$ cat config.mk
export PLATFORM = sky130hd
export DESIGN_NAME = mem_arbiter
export DESIGN_NICKNAME = d
export VERILOG_FILES = /design/src/rtl/mem_arbiter.sv
export SDC_FILE = /design/constraint.sdc
export NUM_CORES = 1
export LEC_CHECK = 0
export ABC_CLOCK_PERIOD_IN_PS = 5090
export BUFFER_PORTS_ARGS = -buffer_cell sky130_fd_sc_hd__buf_2
export CAP_MARGIN = 20
export CORE_MARGIN = 3
export CORE_UTILIZATION = 45
export DETAILED_ROUTE_END_ITERATION = 8
export HOLD_SLACK_MARGIN = 0.05
export PLACE_DENSITY = 0.7
export SYNTH_ARGS = -nofsm -noshare
export SYNTH_HDL_FRONTEND = slang
export SYNTH_SLANG_ARGS = --single-unit
$ cat constraint.sdc
create_clock -name clk -period 5.09 [get_ports clk]
set_input_delay 0.7635 -clock clk [delete_from_list [all_inputs] [get_ports clk]]
set_output_delay 0.7635 -clock clk [all_outputs]
set_load 0.005 [all_outputs]
$ cat src/rtl/mem_arbiter.sv
// mem_arbiter: sequences 32-bit instruction fetches and 1/2/4-byte load/store
// accesses onto a single byte-wide RAM port. LS has fixed priority over IF.
// Words are assembled little-endian, and an in-flight fetch is dropped on a
// branch redirect.
module mem_arbiter #(
   parameter int ADDR_W = 17
) (
   input  logic              clk,
   input  logic              rst,        // asynchronous, active low
   input  logic              if_req,
   input  logic [31:0]       if_addr,
   input  logic              ex_if_pce,
   output logic              if_ok,
   output logic [31:0]       if_data,
   input  logic              ls_req,
   input  logic              ls_we,
   input  logic [1:0]        ls_size,
   input  logic [31:0]       ls_addr,
   input  logic [31:0]       ls_wdata,
   output logic              ls_ok,
   output logic [31:0]       ls_rdata,
   output logic              busy,
   output logic [ADDR_W-1:0] ram_a,
   output logic [7:0]        ram_dout,
   output logic              ram_wr,
   input  logic [7:0]        ram_din
);

   typedef enum logic [2:0] {IDLE, IF_RD, LS_RD, LS_WR, DONE} state_t;

   state_t              state_q, state_d;
   logic [2:0]          cnt_q, cnt_d;        // cycles spent in the access state
   logic [2:0]          last_q, last_d;      // byte count minus one
   logic                own_ls_q, own_ls_d;  // access belongs to LS
   logic                we_q, we_d;
   logic [23:0]         wdata_q, wdata_d;    // store bytes still to issue, lowest first
   logic [31:0]         buf_q, buf_d;        // assembled read word
   logic [ADDR_W-1:0]   ram_a_q, ram_a_d;
   logic [7:0]          ram_dout_q, ram_dout_d;
   logic                ram_wr_q, ram_wr_d;
   logic [31:0]         if_data_q, if_data_d;
   logic [31:0]         ls_rdata_q, ls_rdata_d;
   logic [1:0]          rd_lane;

   // Only the low ADDR_W address bits reach the RAM; the rest are ignored.
   logic unused_addr_hi;
   assign unused_addr_hi = ^{if_addr[31:ADDR_W], ls_addr[31:ADDR_W]};

   // Byte captured this cycle belongs to the address driven one cycle earlier.
   assign rd_lane = cnt_q[1:0] - 2'd1;

   // State register and datapath registers; reset discards any in-flight access.
   always_ff @(posedge clk or negedge rst) begin
      if (!rst) begin
         state_q    <= IDLE;
         cnt_q      <= '0;
         last_q     <= '0;
         own_ls_q   <= 1'b0;
         we_q       <= 1'b0;
         wdata_q    <= '0;
         buf_q      <= '0;
         ram_a_q    <= '0;
         ram_dout_q <= '0;
         ram_wr_q   <= 1'b0;
         if_data_q  <= '0;
         ls_rdata_q <= '0;
      end else begin
         state_q    <= state_d;
         cnt_q      <= cnt_d;
         last_q     <= last_d;
         own_ls_q   <= own_ls_d;
         we_q       <= we_d;
         wdata_q    <= wdata_d;
         buf_q      <= buf_d;
         ram_a_q    <= ram_a_d;
         ram_dout_q <= ram_dout_d;
         ram_wr_q   <= ram_wr_d;
         if_data_q  <= if_data_d;
         ls_rdata_q <= ls_rdata_d;
      end
   end

   // Next-state logic: grant, byte sequencing, completion and redirect abort.
   always_comb begin
      state_d    = state_q;
      cnt_d      = cnt_q;
      last_d     = last_q;
      own_ls_d   = own_ls_q;
      we_d       = we_q;
      wdata_d    = wdata_q;
      buf_d      = buf_q;
      ram_a_d    = ram_a_q;
      ram_dout_d = ram_dout_q;
      ram_wr_d   = ram_wr_q;
      if_data_d  = if_data_q;
      ls_rdata_d = ls_rdata_q;
      if_ok      = 1'b0;
      ls_ok      = 1'b0;

      case (state_q)
         IDLE: begin
            if (ls_req) begin
               own_ls_d = 1'b1;
               we_d     = ls_we;
               last_d   = (ls_size == 2'd0) ? 3'd0 : (ls_size == 2'd1) ? 3'd1 : 3'd3;
               ram_a_d  = ls_addr[ADDR_W-1:0];
               cnt_d    = '0;
               buf_d    = '0;
               wdata_d  = ls_wdata[31:8];
               if (ls_we) begin
                  ram_dout_d = ls_wdata[7:0];
                  ram_wr_d   = 1'b1;
                  state_d    = LS_WR;
               end else begin
                  state_d    = LS_RD;
               end
            end else if (if_req) begin
               // A redirect coinciding with the grant does not block it.
               own_ls_d = 1'b0;
               we_d     = 1'b0;
               last_d   = 3'd3;
               ram_a_d  = if_addr[ADDR_W-1:0];
               cnt_d    = '0;
               buf_d    = '0;
               state_d  = IF_RD;
            end
         end

         IF_RD, LS_RD: begin
            if (state_q == IF_RD && ex_if_pce) begin
               state_d = IDLE;
            end else begin
               if (cnt_q != 3'd0)
                  buf_d[{rd_lane, 3'b000} +: 8] = ram_din;
               if (cnt_q < last_q)
                  ram_a_d = ram_a_q + ADDR_W'(1);
               if (cnt_q == last_q + 3'd1)
                  state_d = DONE;
               cnt_d = cnt_q + 3'd1;
            end
         end

         LS_WR: begin
            if (cnt_q == last_q) begin
               ram_wr_d = 1'b0;
               state_d  = DONE;
            end else begin
               cnt_d      = cnt_q + 3'd1;
               ram_a_d    = ram_a_q + ADDR_W'(1);
               ram_dout_d = wdata_q[7:0];
               wdata_d    = {8'h00, wdata_q[23:8]};
            end
         end

         DONE: begin
            state_d = IDLE;
            if (own_ls_q) begin
               ls_ok = 1'b1;
               if (!we_q)
                  ls_rdata_d = buf_q;
            end else if (!ex_if_pce) begin
               if_ok     = 1'b1;
               if_data_d = buf_q;
            end
         end

         default: state_d = IDLE;
      endcase
   end

   // Data outputs show the new word during the ok cycle, then hold it.
   assign if_data  = if_ok ? buf_q : if_data_q;
   assign ls_rdata = (ls_ok && !we_q) ? buf_q : ls_rdata_q;
   assign busy     = (state_q != IDLE);
   assign ram_a    = ram_a_q;
   assign ram_dout = ram_dout_q;
   assign ram_wr   = ram_wr_q;

endmodule

==> flow_metrics.env, run 1 <==
export IMPL_final_setup_worst_slack_ns=1.217
export IMPL_rows=46
export IMPL_tns_ns=0
export IMPL_grt_antenna_before_repair=0
export IMPL_leakagePower_uw=0.004785
export IMPL_path_class="reg -> out"
export IMPL_syn_area_per_cell_um2=10.72
export IMPL_synth_simple_gate_area_share=0.1413
export IMPL_yosys_warnings=0
export IMPL_grt_max_degree=65
export IMPL_ctsHoldBuffers=0
export IMPL_core_area_um2=15940
export IMPL_die_area_um2=17960
export IMPL_numClockSinks=156
export IMPL_mostFrequentLayoutCells="173 x buf_2, 156 x dfrtp_1, 136 x nand2_1"
export IMPL_post_cts_setup_buffer_count=0
export IMPL_maxCapViolCount=0
export IMPL_dieWidth_um=134.0
export IMPL_maxSlewHeadroom=0.4564
export IMPL_finalNetCount=973
export IMPL_period_minus_slack_ns=3.873
export IMPL_min_delay_path_class="in -> async"
export IMPL_syn_area_um2=7375
export IMPL_crit_path_end_kind="output port"
export IMPL_drt_wl_total_mm=17.03
export IMPL_synth_nets=810
export IMPL_synthTopCellsByArea="dfrtp_1 53%, mux2_2 11%, nand2_1 6.9%"
export IMPL_layout_commonest_cell="buf_2"
export IMPL_port_buffers=174
export IMPL_critical_path_peak_fanout=64
export IMPL_setup_viol=0
export IMPL_path_clk_slew_ns=0.06
export IMPL_dpl_hpwl_mm=11.87
export IMPL_clk_latency_ns=0.42
export IMPL_io_pins=205
export IMPL_diodes=0
export IMPL_min_period_over_period=0.7609
export IMPL_synth_cell_types=48
export IMPL_synth_seq_area_share=0.5294
export IMPL_fill_cells=1426
export IMPL_synth_top_family_by_area="multiplexers"
export IMPL_numCtsBuffers=17
export IMPL_grt_use_total=0.1927
export IMPL_drv_slew=0
export IMPL_synth_compound_area_frac=0.1200
export IMPL_synth_xor_area_share=0.003563
export IMPL_synth_top_area_frac=0.5294
export IMPL_hold_viol_final=0
export IMPL_outcome="finished clean"
export IMPL_cts_tree="yes"
export IMPL_gr_total_overflow=0
export IMPL_start_util=0.4626
export IMPL_wl_per_cell_um=15.76
export IMPL_arrival_ns=3.11
export IMPL_htree_levels=4
export IMPL_area_growth_pct=22.96
export IMPL_final_antenna_net_count=0
export IMPL_max_freq_ghz=0.2582
export IMPL_start_kind="flop"
export IMPL_drive_gt1_frac=0.3368
export IMPL_cts_resized=0
export IMPL_yosys_area_top_type="dfrtp_1"
export IMPL_ir_drop_v=0.0003253
export IMPL_drc=0
export IMPL_via_per_inst=5.198
export IMPL_vias=5614
export IMPL_dp_slack_ns=1.546
export IMPL_seq_area_um2=3904
export IMPL_gp_congestion=0.8050
export IMPL_grt_pass1_vias=5587
export IMPL_netlist_instances=688
export IMPL_power_uw=4836
export IMPL_grt_pass1_wl_mm=28.08
export IMPL_rsz0062_at_grt="no"
export IMPL_cts_root_buf="clkbuf_16"
export IMPL_ys_seq_elements=156
export IMPL_synthAdderAreaFrac=0.01697
export IMPL_finalClockSkew_ns=0.01145
export IMPL_synth_edf_count=0
export IMPL_multiInputGateArea_um2=3279
export IMPL_synthMuxAreaShare=0.1624
export IMPL_synthFlopType="dfrtp_1"
export IMPL_power_density_nw_per_um2=533.3
export IMPL_dr_pass1_iters=4
export IMPL_dieHeight_um=134.0
export IMPL_async_reset_ff_frac=1.000
export IMPL_cp_required_ns=4.33
export IMPL_worst_pin_slew_ns=0.8155
export IMPL_drtIter0Drc=266
export IMPL_clock_tree_buffer_depth=2
synthesized netlist by cell type (all sizes together) (3+ instances only):
cell type / n
dfrtp: 156
nand2: 136
mux2: 77
nor2: 37
o21ai: 34
mux2i: 33
a21oi: 30
buf: 20
clkbuf: 19
a22o: 17
o2bb2ai: 16
nand2b: 12
ha: 10
nand3: 10
inv: 7
o22a: 7
and3: 6
nand4: 6
and2: 5
nor2b: 5
a211oi: 4
a31oi: 4
o22ai: 4
a2bb2oi: 3
and4: 3
nor3b: 3
metal layers:
| metal | wire, um | GRT usage |
|---|---|---|
| met5 | 0 | 0 |
| met4 | 248 | 0.06278 |
| met3 | 979 | 0.04801 |
| met2 | 7871 | 0.3097 |
| met1 | 7926 | 0.2585 |
where the power goes:
part | switching (uW) | internal [uW]
registers | 287 | 1570
logic | 929 | 720
clock network | 531 | 795
total | 1750 | 3090
worst max-delay path, cell delays in order (launching register included):
cell	delay, ns
dfrtp_1	0.49
nor2_1	0.38
buf_4	0.26
and3_1	0.19
and2_2	0.14
buf_4	0.58
mux2_2	0.43
buf_2	0.13
cell type report:
class	instances	share of cell area
flip-flops and latches	156	0.4305
multi-input cells	486	0.3617
repair buffers	183	0.1064
clock buffers	18	0.04843
well taps	216	0.02981
clock inverters	14	0.02028
inverters	7	0.002898
worst paths after layout:
check / depth (start not counted) / end / slack, ns / startpoint
setup / recovery: 7 / ls_rdata[3] / 1.22 / state_q[1]$_DFFE_PN0P_
hold / removal: 1 / ls_rdata_q[10]$_DFFE_PN0P_ / 0.32 / rst
setup reg to reg: 6 / ram_a[0]$_DFFE_PN0P_ / 2.32 / state_q[2]$_DFFE_PN0P_
hold reg to reg: 2 / if_data_q[15]$_DFFE_PN0P_ / 0.47 / if_data_q[15]$_DFFE_PN0P_
max in group asynchronous: 2 / ram_a[4]$_DFFE_PN0P_ / 3.72 / rst
min in group clk: 2 / if_data_q[15]$_DFFE_PN0P_ / 0.47 / if_data_q[15]$_DFFE_PN0P_
sequential cells by signal, indices dropped and copies added, names as in the netlist:
name / count
ram_wr: 1
buf_q: 32
ls_rdata_q: 32
if_data_q: 32
state_q: 3
own_ls_q: 1
ram_dout: 8
we_q: 1
last_q: 2
wdata_q: 24
ram_a: 17
cnt_q: 3
cell families after synthesis:
family / after synthesis
DFF: 156
xor gates and xnor gates: 3
and+or+nand+nor: 233
muxes: 110
adders and majority gates: 10
buffers and inverters: 46
AOI/OAI and AO/OA: 130
per-stage QoR:
step / area, um2 / std cells / util / hold WS, ns
finish: 9067 / 1080 / 0.5687 / 0.3205
global route: 9067 / 1080 / 0.5687 / 0.3528
CTS: 9032 / 1078 / 0.5666 / 0.3354
detailed placement: 8409 / 1046 / 0.5275 / 0.4546
global placement: 8409 / 1046 / 0.5275 / 0.4513
floorplan: 7375 / 688 / - / 0.4492
No activity file was read; power rests on OpenSTA's default activity.
==> run 2, diff against run 1 <==
Settings changed: ABC_CLOCK_PERIOD_IN_PS 5090 to 4000.
Clock period 5.09 ns to 4 ns, I/O delays scaled along.
==> run 2 against run 1 <==
Against the previous run:
- clock skew is 0.0047 ns lower
- hold slack worse by 0.052 ns
- largest cell class unchanged
- sequential share of layout area about the same
- cell count stayed put
- non-clock buffer count stayed put
- global-route usage grew 0.19 points
- critical endpoint is now ls_rdata[4]
==> flow_metrics.env, run 2 (synthesis gave the netlist of run 1 again) <==
export IMPL_outcome="finished clean"
export IMPL_crit_path_end_kind="output port"
export IMPL_grt_pass1_wl_mm=28.19
export IMPL_path_clk_slew_ns=0.06
export IMPL_area_growth_pct=22.89
export IMPL_wl_per_cell_um=15.68
export IMPL_drtIter0Drc=309
export IMPL_port_buffers=174
export IMPL_post_cts_setup_buffer_count=0
export IMPL_hold_viol_final=0
export IMPL_power_density_nw_per_um2=679.4
export IMPL_io_pins=205
export IMPL_grt_max_degree=93
export IMPL_max_freq_ghz=0.3069
export IMPL_mostFrequentLayoutCells="173 x buf_2, 156 x dfrtp_1, 136 x nand2_1"
export IMPL_grt_pass1_vias=5463
export IMPL_vias=5614
export IMPL_rsz0062_at_grt="no"
export IMPL_cts_root_buf="clkbuf_16"
export IMPL_biggestRegsByFlops="buf_q: 32 flops, if_data_q: 32 flops, ls_rdata_q: 32 flops"
export IMPL_path_buf_inv=2
export IMPL_drive_gt1_frac=0.3368
export IMPL_final_antenna_net_count=0
export IMPL_dpl_hpwl_mm=11.63
export IMPL_htree_levels=4
export IMPL_critical_path_peak_fanout=44
export IMPL_maxSlewHeadroom=0.4285
export IMPL_ir_drop_v=0.0003880
export IMPL_tns_ns=0
export IMPL_dr_pass1_iters=4
export IMPL_min_delay_path_class="in -> async"
export IMPL_grt_use_total=0.1945
export IMPL_finalClockSkew_ns=0.006729
export IMPL_numCtsBuffers=17
export IMPL_ctsHoldBuffers=0
export IMPL_drt_wl_total_mm=16.93
export IMPL_setup_viol=0
export IMPL_clk_latency_ns=0.42
export IMPL_numClockSinks=156
export IMPL_diodes=0
export IMPL_crit_family="simple AND/OR/NAND/NOR gates"
export IMPL_clock_tree_buffer_depth=2
export IMPL_worstPathCellList="and3_1 > and2_2 > buf_12 > mux2_2 > buf_2"
export IMPL_start_kind="flop"
export IMPL_cts_tree="yes"
export IMPL_dieHeight_um=134.0
export IMPL_maxCapViolCount=0
export IMPL_core_area_um2=15940
export IMPL_rows=46
export IMPL_power_uw=6157
export IMPL_layout_commonest_cell="buf_2"
export IMPL_gp_congestion=0.7976
export IMPL_grt_antenna_before_repair=0
export IMPL_path_class="reg -> out"
export IMPL_ff2ff_setup_slack_ns=1.56
export IMPL_min_period_over_period=0.8146
export IMPL_leakagePower_uw=0.004792
export IMPL_cp_required_ns=3.40
export IMPL_worst_pin_slew_ns=0.8573
export IMPL_drv_slew=0
export IMPL_start_util=0.4626
export IMPL_dieWidth_um=134.0
export IMPL_via_per_inst=5.198
export IMPL_arrival_ns=2.66
export IMPL_gr_total_overflow=0
export IMPL_critPathMaxStageDelay_ns=0.62
export IMPL_drc=0
export IMPL_die_area_um2=17960
export IMPL_period_minus_slack_ns=3.258
export IMPL_finalNetCount=973
export IMPL_slowest_stage="dfrtp_1"
export IMPL_cts_resized=0
-- run 2: path summary, 6_finish.rpt --
| path | cells past startpoint | from | endpoint |
|---|---|---|---|
| max | 5 | state_q[2]$_DFFE_PN0P_ | ls_rdata[4] |
| min | 1 | rst | if_data_q[9]$_DFFE_PN0P_ |
| max reg2reg | 7 | cnt_q[0]$_DFFE_PN0P_ | ram_a[3]$_DFFE_PN0P_ |
| min reg2reg | 2 | if_data_q[27]$_DFFE_PN0P_ | if_data_q[27]$_DFFE_PN0P_ |
| max in group asynchronous | 2 | rst | wdata_q[10]$_DFFE_PN0P_ |
| min in group clk | 2 | ls_wdata[29] | wdata_q[21]$_DFFE_PN0P_ |
-- run 2: cell type report --
| class | instances | area [um2] |
|---|---|---|
| well taps | 216 | 270.3 |
| repair buffers | 183 | 969.7 |
| multi-input cells | 486 | 3279 |
| fillers | 1421 | 6880 |
| clock buffers | 17 | 425.4 |
| inverters | 7 | 26.28 |
| clock inverters | 15 | 187.7 |
| flip-flops and latches | 156 | 3904 |
-- run 2: power by group --
part           internal [uW]  total (uW)  leakage [uW]  switching (uW)
logic                    930        2110       0.00244            1180
registers               2000        2370       0.00205             364
clock network            994        1680      0.000297             686
-- run 2: through the flow --
| stage | utilization | std cells | setup WS (ns) | area [um2] | hold slack (ns) |
|---|---|---|---|---|---|
| floorplan | - | 688 | 1.574 | 7375 | 0.3044 |
| finish | 0.5684 | 1080 | 0.7416 | 9062 | 0.2681 |
| detailed placement | 0.5295 | 1047 | 1.192 | 8442 | 0.4527 |
| global placement | 0.5295 | 1047 | 1.224 | 8442 | 0.4489 |
| global route | 0.5684 | 1080 | 0.5722 | 9062 | 0.3322 |
| CTS | 0.5680 | 1079 | 0.7207 | 9055 | 0.2983 |
-- run 2: layer usage --
metal,routed length [um],vias up,track usage
li1,-,2748,-
met1,7955,2685,0.2719
met2,7745,166,0.3026
met3,1020,15,0.05589
met4,209,0,0.04751
met5,0,-,0
==> run 3, diff against run 2 <==
Settings changed: ABC_AREA set to 1, ABC_CLOCK_PERIOD_IN_PS 4000 to 3400.
Clock period 4 ns to 3.4 ns, I/O delays scaled along.
==> run 3 against run 2 <==
Against the previous run:
- area after synthesis rose by 6.3%
- non-clock buffer count fell by 3
- sequential power rose by 18%
- design area rose by 4.1%
==> flow_metrics.env, run 3 <==
export IMPL_wl_per_cell_um=13.12
export IMPL_htree_levels=4
export IMPL_dieWidth_um=138.0
export IMPL_maxCapViolCount=0
export IMPL_rows=47
export IMPL_hold_viol_final=0
export IMPL_dpl_hpwl_mm=13.06
export IMPL_ctsHoldBuffers=0
export IMPL_clock_tree_buffer_depth=2
export IMPL_rsz0062_at_grt="no"
export IMPL_path_class="reg -> out"
export IMPL_synth_edf_count=0
export IMPL_vias=6811
export IMPL_layout_commonest_cell="nand2_1"
export IMPL_grt_pass1_vias=6285
export IMPL_cp_required_ns=2.89
export IMPL_area_growth_pct=20.42
export IMPL_arrival_ns=2.32
export IMPL_io_pins=205
export IMPL_placed_area_um2=8817
export IMPL_synth_nets=1123
export IMPL_synth_seq_area_share=0.4982
export IMPL_synth_cell_types=39
export IMPL_grt_pass1_wl_mm=29.95
export IMPL_grt_max_degree=67
export IMPL_yosys_area_top_type="dfrtp_1"
export IMPL_drtIter0Drc=406
export IMPL_core_area_um2=16820
export IMPL_max_freq_ghz=0.3535
export IMPL_biggestRegsByFlops="buf_q: 32 flops, if_data_q: 32 flops, ls_rdata_q: 32 flops"
export IMPL_port_buffers=174
export IMPL_drt_wl_total_mm=18.27
export IMPL_fin_area_um2=9437
export IMPL_grt_use_total=0.1973
export IMPL_setup_viol=0
export IMPL_maxSlewHeadroom=0.3737
export IMPL_dieHeight_um=138.0
export IMPL_finalClockSkew_ns=0.008107
export IMPL_cts_root_buf="clkbuf_16"
export IMPL_path_clk_slew_ns=0.06
export IMPL_ys_seq_elements=156
export IMPL_via_per_inst=4.889
export IMPL_outcome="finished clean"
export IMPL_power_density_nw_per_um2=834.6
export IMPL_die_area_um2=19030
export IMPL_start_kind="flop"
export IMPL_gp_congestion=0.8431
export IMPL_gr_total_overflow=0
export IMPL_min_period_over_period=0.8319
export IMPL_post_cts_setup_buffer_count=0
export IMPL_period_minus_slack_ns=2.829
export IMPL_mostFrequentLayoutCells="312 x nand2_1, 173 x buf_2, 156 x dfrtp_1"
export IMPL_syn_area_per_cell_um2=7.828
export IMPL_synthFlopType="dfrtp_1"
export IMPL_start_util=0.4659
export IMPL_leakagePower_uw=0.004920
export IMPL_worst_pin_slew_ns=0.9381
export IMPL_cts_tree="yes"
export IMPL_syn_area_um2=7836
export IMPL_netlist_instances=1001
export IMPL_ir_drop_v=0.0004527
export IMPL_critical_path_peak_fanout=64
export IMPL_fill_cells=1636
export IMPL_clk_latency_ns=0.42
export IMPL_numClockSinks=156
export IMPL_crit_path_end_kind="output port"
export IMPL_final_antenna_net_count=0
export IMPL_synthTopCellsByArea="dfrtp_1 50%, nand2_1 15%, o21ai_0 9.3%"
export IMPL_grt_antenna_before_repair=2
export IMPL_numCtsBuffers=17
export IMPL_drive_gt1_frac=0.2058
export IMPL_async_reset_ff_frac=1.000
export IMPL_yosysMostFrequentCell="nand2_1"
export IMPL_synth_commonest_cells="313 x nand2_1, 156 x dfrtp_1, 146 x o21ai_0"
export IMPL_cts_resized=0
export IMPL_drc=0
export IMPL_tns_ns=0
export IMPL_finalNetCount=1280
export IMPL_min_delay_path_class="in -> async"
export IMPL_yosys_warnings=0
export IMPL_synth_top_area_frac=0.4982
export IMPL_finish_utilization=0.5611
export IMPL_dr_pass1_iters=5
export IMPL_drv_slew=0
[run 3: cell count changes in the layout (fill, tap and decap cells not counted), moves of 26 or more]
cell     before  now
mux2_2       69    0
nand2_1     136  312
nor2_1       36   62
mux2i_1      33    1
inv_1         7  109
o21ai_0      30  146
nand3_1      10   59
[run 3: cell families (layout without fill, tap and decap cells)]
logic type,count (synthesis),count (layout),synth area share
AOI/OAI and AO/OA,188,188,0.1269
DFF,156,156,0.4982
adders and majority gates,10,10,0.01597
muxes,1,1,0.001277
and+or+nand+nor,485,485,0.2673
xor gates and xnor gates,3,3,0.003354
other,0,2,0
buffers and inverters,158,328,0.08702
[run 3: metal layers]
layer | up-vias | GRT usage | part of all wire
li1 | 3537 | - | -
met5 | - | 0 | 0
met3 | 19 | 0.04753 | 0.048
met2 | 162 | 0.3200 | 0.47
met1 | 3093 | 0.2620 | 0.47
met4 | 0 | 0.06312 | 0.015
[run 3: cell type report]
type | instances | area [um2] | area share
Tap cell | 220 | 275.3 | 0.02917
Inverter | 116 | 435.4 | 0.04614
Timing Repair Buffer | 180 | 947.2 | 0.1004
Clock buffer | 18 | 429.2 | 0.04548
Antenna cell | 2 | 5.005 | 0.0005304
Multi-Input combinational cell | 687 | 3256 | 0.3450
Clock inverter | 14 | 185.2 | 0.01962
Sequential cell | 156 | 3904 | 0.4137
[run 3: worst paths after layout]
path | from | end | slack (ns) | cells past startpoint
hold / removal | rst | ls_rdata_q[9]$_DFFE_PN0P_ | 0.06 | 1
max in group asynchronous | rst | if_data_q[25]$_DFFE_PN0P_ | 2.48 | 2
hold reg to reg | buf_q[14]$_DFFE_PN0P_ | buf_q[14]$_DFFE_PN0P_ | 0.47 | 2
setup reg to reg | cnt_q[0]$_DFFE_PN0P_ | ram_a[11]$_DFFE_PN0P_ | 1.01 | 10
setup / recovery | state_q[0]$_DFFE_PN0P_ | if_data[20] | 0.57 | 6
min in group clk | ls_wdata[25] | wdata_q[17]$_DFFE_PN0P_ | 0.29 | 3
[run 3: worst max-delay path, cell delays in order (launching register included)]
cell and delay (ns):
dfrtp_1 0.51, nor2_4 0.07, nand2_1 0.11, nor3_2 0.06, inv_2 0.67, o21ai_0 0.26
buf_2 0.19
[run 3: through the flow]
step / setup WS [ns] / cells / hold WS (ns) / total power (uW)
2_1_floorplan: 1.467 / 1001 / 0.2144 / 5068
3_3_place_gp: 0.9641 / 1359 / 0.4569 / 5864
3_5_place_dp: 0.9590 / 1359 / 0.4602 / 5946
4_1_cts: 0.4927 / 1391 / 0.05975 / 7973
5_1_grt: 0.2885 / 1393 / 0.08667 / 8582
6_report: 0.5715 / 1393 / 0.06192 / 7876
[run 3: where the power goes]
part	leakage, uW	internal, uW	switching, uW
Sequential	0.00206	2450	348
Clock	0.000296	1180	806
Combinational	0.00256	1060	2040
